## src/rtl/rstn_gen_bit_sync.sv

```systemverilog
// Parameterised single-bit synchronizer chain; STAGES=0 degenerates to a wire.
// All flops power up low so a downstream reset is held asserted out of configuration.
module bit_sync #(
  parameter int STAGES = 2
) (
  input  logic clk,
  input  logic d_i,
  output logic q_o
);

  generate
    if (STAGES == 0) begin : g_wire
      logic unused_clk;
      assign unused_clk = clk;
      assign q_o        = d_i;
    end else begin : g_ff
      logic [STAGES-1:0] sync_q = '0;

      always_ff @(posedge clk) begin
        sync_q[0] <= d_i;
        for (int i = 1; i < STAGES; i++) begin
          sync_q[i] <= sync_q[i-1];
        end
      end

      assign q_o = sync_q[STAGES-1];
    end
  endgenerate

endmodule

```

## src/rtl/rstn_gen.sv

```systemverilog
// Reset generator / debouncer: o_rstn rises after TICK consecutive high samples of the
// synchronized input and drops SYNC_STAGES edges after any low sample.
module rstn_gen #(
  parameter int TICK        = 5_000_000,
  parameter int SYNC_STAGES = 2
) (
  input  logic clk,
  input  logic i_rstn,
  output logic o_rstn
);

  localparam int CNT_W = $clog2(longint'(TICK) + 1);
  localparam logic [CNT_W-1:0] CNT_LAST = CNT_W'(TICK - 1);

  generate
    if (TICK < 1) begin : g_bad_tick
      $error("rstn_gen: TICK must be at least 1");
    end
    if (SYNC_STAGES < 0 || SYNC_STAGES > 4) begin : g_bad_sync
      $error("rstn_gen: SYNC_STAGES must be in 0..4");
    end
  endgenerate

  logic             rstn_s;
  logic [CNT_W-1:0] cnt_q  = '0;
  logic [CNT_W-1:0] cnt_d;
  logic             rstn_q = 1'b0;
  logic             rstn_d;

  bit_sync #(
    .STAGES(SYNC_STAGES)
  ) u_sync (
    .clk (clk),
    .d_i (i_rstn),
    .q_o (rstn_s)
  );

  // Any low sample restarts the count; once asserted the counter saturates and never wraps.
  always_comb begin
    cnt_d  = cnt_q;
    rstn_d = rstn_q;
    if (!rstn_s) begin
      cnt_d  = '0;
      rstn_d = 1'b0;
    end else if (cnt_q == CNT_LAST || rstn_q) begin
      rstn_d = 1'b1;
    end else begin
      cnt_d = cnt_q + 1'b1;
    end
  end

  always_ff @(posedge clk) begin
    cnt_q  <= cnt_d;
    rstn_q <= rstn_d;
  end

  assign o_rstn = rstn_q;

endmodule

```

## config.mk

```make
export PLATFORM = sky130hd
export DESIGN_NAME = rstn_gen
export DESIGN_NICKNAME = d
export VERILOG_FILES = /design/src/rtl/rstn_gen_bit_sync.sv /design/src/rtl/rstn_gen.sv
export SDC_FILE = /design/constraint.sdc
export NUM_CORES = 1
export LEC_CHECK = 0
export ABC_AREA = 1
export BUFFER_PORTS_ARGS = -buffer_cell sky130_fd_sc_hd__buf_2
export CAP_MARGIN = 20
export CORE_ASPECT_RATIO = 1.75
export CORE_UTILIZATION = 55
export CTS_CLUSTER_DIAMETER = 30
export CTS_CLUSTER_SIZE = 28
export DETAILED_ROUTE_END_ITERATION = 10
export HOLD_SLACK_MARGIN = 0.1
export PLACE_DENSITY_LB_ADDON = 0.1
export SYNTH_ARGS = -nofsm -noshare
export SYNTH_HDL_FRONTEND = slang
export SYNTH_SLANG_ARGS = --single-unit
```

## constraint.sdc

```tcl
create_clock -name clk -period 1.4 [get_ports clk]
set_input_delay 0.07 -clock clk [delete_from_list [all_inputs] [get_ports clk]]
set_output_delay 0.07 -clock clk [all_outputs]
set_load 0.005 [all_outputs]
```

Yosys cells after proc, flatten, opt, wreduce, memory -nomap -nowiden
Cells that the tools add are included.
{"block": "word_totals", "reg_bits": 26, "out_inout_bits": 1}
{"block": "classes", "addsub": 1, "n_eq_ne": 1, "reduce_logical": 1}
{"op": "$add A23 B1 Y23 const B", "n": 1}
{"op": "$eq A23 B23 Y1 const B", "n": 1}
{"op": "$logic_or A1 B1 Y1", "n": 1}

Logic depth before layout (Yosys ltp)
Gate-level depths: netlist of the first run.
{"block": "depth", "word_depth": 2, "mapped_depth": 9}

By module
Synthesis of the first run repeated with hierarchy kept, for this count alone.
{"block": "unflattened", "cells_unflattened": 222, "area_unflattened_um2": 1425.1}
{"module": "rstn_gen", "n_inst": 1, "cells_per_inst": 220, "area_per_inst_um2": 1385.1, "seq_area_each_um2": 480.5}
{"module": "bit_sync", "n_inst": 1, "cells_per_inst": 2, "area_per_inst_um2": 40.0, "seq_area_each_um2": 40.0}

Least setup slack after synthesis of the first run
No wires, ideal clock.
{"block": "synth_path", "path_type": "register -> register", "start": "reg cnt_q[0]", "end": "reg cnt_q[16]", "setup_ns": 0.115, "arrival_ns": 1.217, "required_time_ns": 1.285, "path_slack_ns": 0.068, "stages_incl_launch_ff": 9, "path_buffers": 0, "period_less_slack_ns": 1.332, "cell_sequence": "dfxtp_1 > ha_1 > nand2_2 > nor2_4 > nand4_2 > nor2_4 > nand3_1 > nand2_1 > nor2_1"}
{"block": "synth_between", "elab_chain_cells": 2, "elab_cells_between_ends": 3, "classes_between": "add/sub: 1; eq/ne: 1; reduce/logical: 1"}
{"element": "start: declaration", "line_no": "rstn_gen.sv:25", "text": "logic [CNT_W-1:0] cnt_q = '0;"}
{"element": "start signal: assignment", "line_no": "rstn_gen.sv:53", "text": "cnt_q <= cnt_d;"}
{"element": "branches (longest 2 deep; another with $add A23 B1 Y23)"}
Parallel ways; which one is timed is not known.
A chain may end at the register's enable or synchronous reset.

Worst setup path after layout of the first run
{"block": "layout_path", "start": "reg cnt_q[1]", "end": "reg cnt_q[18]"}
Same word-level chain as after synthesis.

==> results of run 1 <==
## cells by family (layout without fill, tap and decap cells)
| logic type | Yosys count | count (layout) | share of synthesized area, % |
|---|---|---|---|
| AOI/OAI and AO/OA | 22 | 22 | 7.61 |
| xor gates and xnor gates | 1 | 1 | 0.605 |
| buffers and inverters | 23 | 37 | 6.74 |
| DFF | 26 | 26 | 36.0 |
| and+or+nand+nor | 145 | 145 | 48.2 |
| adders and majority gates | 1 | 1 | 0.864 |
## final cells by class
| class | instances | area, um^2 | share of cell area, % |
|---|---|---|---|
| Tap cell | 26 | 32.5 | 1.92 |
| Timing Repair Buffer | 14 | 106 | 6.27 |
| Sequential cell | 26 | 536 | 31.6 |
| Clock buffer | 4 | 55.1 | 3.25 |
| Inverter | 19 | 71.3 | 4.21 |
| Multi-Input combinational cell | 169 | 895 | 52.8 |
## metrics by stage
stage | cells | TNS (ns) | setup WS, ns | total power (uW)
2_1_floorplan | 218 | 0 | 0.0682 | 813
3_3_place_gp | 251 | 0 | 0.0548 | 832
3_5_place_dp | 251 | -0.0154 | -0.0122 | 836
4_1_cts | 258 | 0 | 0.00176 | 1320
5_1_grt | 258 | -0.358 | -0.0839 | 1360
6_report | 258 | 0 | 0.0257 | 1310
## layer usage
layer	GRT usage [%]	part of all wire, %	up-vias
met5	0	0	-
met4	14.1	4.6	0
met3	3.81	2.5	18
met2	48.4	55	32
met1	25.6	38	685
li1	-	-	727
## cell usage in the layout (no fill, tap or decap)
cell type	instances
a21oi_2	3
nor3_1	4
a21oi_1	13
xor2_1	1
buf_2	2
clkbuf_8	4
nor2_4	6
nand4_4	1
buf_6	1
nor3b_2	1
nand2_2	5
o21ai_0	3
nand3_2	2
nand4_1	4
inv_1	15
buf_4	10
o21ai_1	3
ha_4	1
dlygate4sd3_1	1
nand3_1	18
nand2_1	51
dfxtp_1	14
dfxtp_2	12
nor2_2	11
nor2_1	37
nand3b_1	2
nor3_2	2
nand3_4	1
inv_2	4
## registers in the layout (all words and copies together) (netlist names)
name / flops
cnt_q: 23
o_rstn: 1
u_sync.g_ff.sync_q: 2
## report_power, final
group          total [uW]  internal (uW)  switching [uW]
logic                67.9           33.6            34.3
registers             763            751            11.9
clock network         482            251             231
total                1310           1040             277
## cells in the mapped netlist (all sizes together)
master	number	area share, %
nand3	21	8.3
buf	3	1.6
nor3	6	2.8
dfxtp	26	36
inv	19	4.9
nand2	56	15
nor3b	1	0.86
a21oi	16	5.5
xor2	1	0.61
nand4	5	2.6
ha	1	0.86
nand3b	2	1.0
o21ai	6	2.1
clkbuf	1	0.26
nor2	54	17
## repair_timing
item | in CTS | in global routing
buffers inserted | 2 | 0
hold buffers | 1 | 0
gates resized for setup | 9 | 19
endpoints found under the hold margin | 1 | 0
endpoints found under the setup margin | 4 | 20
pin swaps | 3 | 7
cloned | 0 | 0
## final timing paths
check                        start                    end  slack, ns
min          u_sync.g_ff.sync_q[0]  u_sync.g_ff.sync_q[1]       0.33
min reg2reg  u_sync.g_ff.sync_q[0]  u_sync.g_ff.sync_q[1]       0.33
max                       cnt_q[1]              cnt_q[18]       0.03
max reg2reg               cnt_q[1]              cnt_q[18]       0.03
==> results.toml, run 1 <==
[worst_setup_path]
cpMaxStageDelayCell = "dfxtp_2"
critPathLaunchType = "flip-flop"
endpoint_kind = "flip-flop"
worst-path-buf-inv = 0
arrival_ns = 1.54
rr_worst_depth = 8
cp.depth = 8
crit_path_max_fanout = 3
max_stage_delay_ns = 0.36
crit_family = "simple AND/OR/NAND/NOR gates"
critPathRequiredTime_ns = 1.57
cp_cell_sequence = "ha_4 > nand3_1 > nor2_2 > nand3_1 > nor2_2 > nand2_1 > nand2_1 > nor2_1"
crit_type = "reg2reg"

[global_route]
grt_pass1_wl_mm = 5.48
grt_max_degree = 15
grt-ovfl-total = 0
antenna_found_initial = 0
grt_pass1_vias = 1397
grt_usage_pct = 26.9

[clocking]
root_buffer = "clkbuf_8"
clkTransAtPathRegs_ns = 0.09
clockBufferDepth = 2
cts_buffers = 3
cts_tree = "done"
clkLatencyLatePin_ns = 0.27
cts_max_level = 1
clock_sinks = 26

[layout]
final_util_pct = 68.0
num-fill-cells = 219
area_delta_synth_final_pct = 17.1
stdcell_area_um2 = 1700
drive_gt1_share_pct = 28.4
nets = 236
diodes = 0

[die]
die_y_um = 69.9
io_pins = 3
die_w_um = 40.8
num_rows = 24
initial_core_util_pct = 58.1
die_area_um2 = 2850
core-area_um2 = 2490

[timing]
rsz0062_at_grt = "yes"
worst-slew-pin-transition_ns = 0.281
post-route-period-util_pct = 98.2
final-max-slew-violation-count = 0
maxSlewHeadroom_pct = 81.2
post-route-min-period_ns = 1.37
setup_viol = 0
achievable-frequency_ghz = 0.728
whs_ns = 0.333
fin_skew_ns = 0.00356
finalHoldViolCount = 0

[detailed_routing]
wire_per_inst_um = 13.4
drc = 0
drtIter0Drc = 29
ant_nets = 0
drt-vias-per-instance = 5.67
vias = 1462
routed_wl_mm = 3.47
drtPass1Iterations = 4

[logic_synthesis]
syn_area_per_cell_um2 = 6.64
synth.cell_area_um2 = 1450
ys_ff_latch = 26
yosysSeqAreaShare_pct = 36.0
synth.net_count = 221
yosys_warnings = 0
synthCells = 218
synth_cell_type_count = 23

[placed_design]
dpl_cell_area_um2 = 1530
place.detailed.hpwl_mm = 2.65
io_buffers = 2
routabilityCongestion = 0.900

[pwr]
peakVddDrop_mv = 0.737
leakage_uw = 0.000637
powerDensity_nw_per_um2 = 774

[hold_path]
whs_path_depth = 0
hp-class = "reg2reg"

[status]
status = "finished, final reports clean"

[run]
drv_cap = 0
Power figures use the tool's default switching activity.
==> run 2: changes to the inputs <==
--- a/config.mk
+++ b/config.mk
@@ -14,7 +14,9 @@
 export CTS_CLUSTER_SIZE = 28
 export DETAILED_ROUTE_END_ITERATION = 10
 export HOLD_SLACK_MARGIN = 0.1
+export MAX_ROUTING_LAYER = met4
 export PLACE_DENSITY_LB_ADDON = 0.1
+export RECOVER_POWER = 50
 export SYNTH_ARGS = -nofsm -noshare
 export SYNTH_HDL_FRONTEND = slang
 export SYNTH_SLANG_ARGS = --single-unit
==> constraint.sdc (replaced) <==
create_clock -name clk -period 1.12 [get_ports clk]
set_input_delay 0.056 -clock clk [delete_from_list [all_inputs] [get_ports clk]]
set_output_delay 0.056 -clock clk [all_outputs]
set_load 0.005 [all_outputs]
==> run 2 against run 1 <==
Against the previous run:
- critical path type unchanged
- setup slack got worse by 0.36 ns
- largest power group unchanged
- sequential power rose by 26%
- critical endpoint is now cnt_q[8]
- the run now ends with negative setup slack left
- clock power rose by 31%
- highest routed layer unchanged
==> results.toml, run 2 (synthesized netlist as in run 1, its figures left out) <==
[status]
status = "complete, but fails checks"
violations = "negative setup slack"

[worst_setup_path]
endpoint_kind = "flip-flop"
crit_path_max_fanout = 4
arrival_ns = 1.62
crit_type = "reg2reg"
worstSetupEndpoint = "cnt_q[8]"
timing.rr.start = "cnt_q[1]"
critPathRequiredTime_ns = 1.29
r2r-end = "cnt_q[8]"
rr_worst_depth = 7
critPathLaunchType = "flip-flop"
r2r_slack_ns = -0.33
startpoint = "cnt_q[1]"

[detailed_routing]
vias = 1599
drt-vias-per-instance = 5.48
routed_wl_mm = 4.12
wire_per_inst_um = 14.1
drtIter0Drc = 78
ant_nets = 0
drc = 0
drtPass1Iterations = 4

[die]
die_area_um2 = 2850
core-area_um2 = 2490
die_y_um = 69.9
num_rows = 24
io_pins = 3
initial_core_util_pct = 58.1
die_w_um = 40.8

[pwr]
p_comb_share_pct = 6.0
power.switching_uw = 378
powerDensity_nw_per_um2 = 844
peakVddDrop_mv = 0.970
power_uw = 1690
p_int_uw = 1310
clock_power_share_pct = 37.3
p_sw_share_pct = 22.4
leakage_uw = 0.000808
seqPwrFrac_pct = 56.7

[run]
drv_cap = 0

[global_route]
grt-ovfl-total = 0
antenna_found_initial = 0
grtUsageMet1_pct = 33.4
grt_max_degree = 15
grt_usage_pct = 31.7
top_usage_layer = "met2"
grt_pass1_vias = 1551
grt_pass1_wl_mm = 6.24
use_met2_pct = 53.1
gr-usage-met3_pct = 3.49

[placed_design]
routabilityCongestion = 0.886
place.detailed.hpwl_mm = 2.82
dpl.cell_count = 283
io_buffers = 2
dpl_cell_area_um2 = 1800

[timing]
final-max-slew-violation-count = 0
maxSlewHeadroom_pct = 70.9
rsz0062_at_grt = "yes"
setup_viol = 24
fin_skew_ns = 0.00888
achievable-frequency_ghz = 0.689
post-route-period-util_pct = 130
finalHoldViolCount = 0
setup_ws_ns = -0.332
post-route-min-period_ns = 1.45
worst-slew-pin-transition_ns = 0.435

[layout]
num-fill-cells = 170
final_common_cell = "nand2_1"
nets = 270
regMostFlops = "cnt_q"
largest_reg_flops = 23
multi_input_area_um2 = 935
layoutNonFillerInstCount = 292
final_cell_mix = "nand2_1 (49), buf_4 (43), nor2_1 (39), inv_1 (14), nand3_1 (14)"
drive_gt1_share_pct = 41.4
ff_latch_area_um2 = 543
diodes = 0
stdcell_area_um2 = 2000
area_delta_synth_final_pct = 38.3

[hold_path]
hp-class = "reg2reg"

[clocking]
clkTransAtPathRegs_ns = 0.10
cts_tree = "done"
cts_max_level = 1
cts_buffers = 3
clock_sinks = 26
clockBufferDepth = 2
root_buffer = "clkbuf_8"
clkLatencyLatePin_ns = 0.28
## run 2: changes by cell type in the layout (fill, tap and decap cells not counted), sizes merged
cell,change
buf,+34
## run 2: worst min path at each step
stage                                     start               endpoint  cells past startpoint
after global placement                   i_rstn  u_sync.g_ff.sync_q[0]                      1
after detailed placement                 i_rstn  u_sync.g_ff.sync_q[0]                      1
after global routing      u_sync.g_ff.sync_q[0]  u_sync.g_ff.sync_q[1]                      0
final                     u_sync.g_ff.sync_q[0]  u_sync.g_ff.sync_q[1]                      0
after floorplan                          i_rstn  u_sync.g_ff.sync_q[0]                      0
after CTS                 u_sync.g_ff.sync_q[0]  u_sync.g_ff.sync_q[1]                      0
## run 2: layout make-up
| type | instances | area share (%) |
|---|---|---|
| Multi-Input combinational cell | 169 | 46.7 |
| Sequential cell | 26 | 27.1 |
| Tap cell | 26 | 1.62 |
| Clock buffer | 4 | 2.75 |
| Inverter | 19 | 3.56 |
| Timing Repair Buffer | 48 | 18.2 |
## run 2: power by group through the flow
stage | Combinational (uW) | Clock, uW | Sequential, uW
final | 101 | 630 | 958
after global routing | 111 | 659 | 961
after CTS | 95.1 | 629 | 958
after detailed placement | 87.6 | 0 | 980
after global placement | 80.6 | 0 | 979
after floorplan | 48.7 | 0 | 975
## run 2: what timing repair did
item | in CTS | in global routing
hold endpoints to repair | 1 | 0
setup endpoints to repair | 24 | 24
pin swaps | 10 | 4
hold buffers | 1 | 0
resized for setup | 20 | 15
buffers inserted | 1 | 3
## run 2: stage by stage
step | hold WS, ns | util [%] | worst slack (ns) | setup TNS [ns]
finish | 0.346 | 80.3 | -0.332 | -4.80
floorplan | 0.0837 | - | -0.162 | -1.24
detailed placement | 0.161 | 72.2 | -0.239 | -3.72
CTS | 0.348 | 77.7 | -0.205 | -3.68
global route | 0.357 | 80.3 | -0.422 | -6.60
global placement | 0.160 | 72.2 | -0.205 | -3.02
## run 2: metal layers
metal  vias up  routed length, um
li1        795                  -
met1       737               1560
met2        50               2260
met3        17                123
met4         0                187
met5         -                  0
## run 2: critical path: stages, from the launching register on
cell and delay [ns]:
dfxtp_4 0.38, ha_4 0.14, nand2_2 0.06, nor2_4 0.15
nand4_4 0.13, buf_4 0.18, nor3_1 0.22, nor2_1 0.09
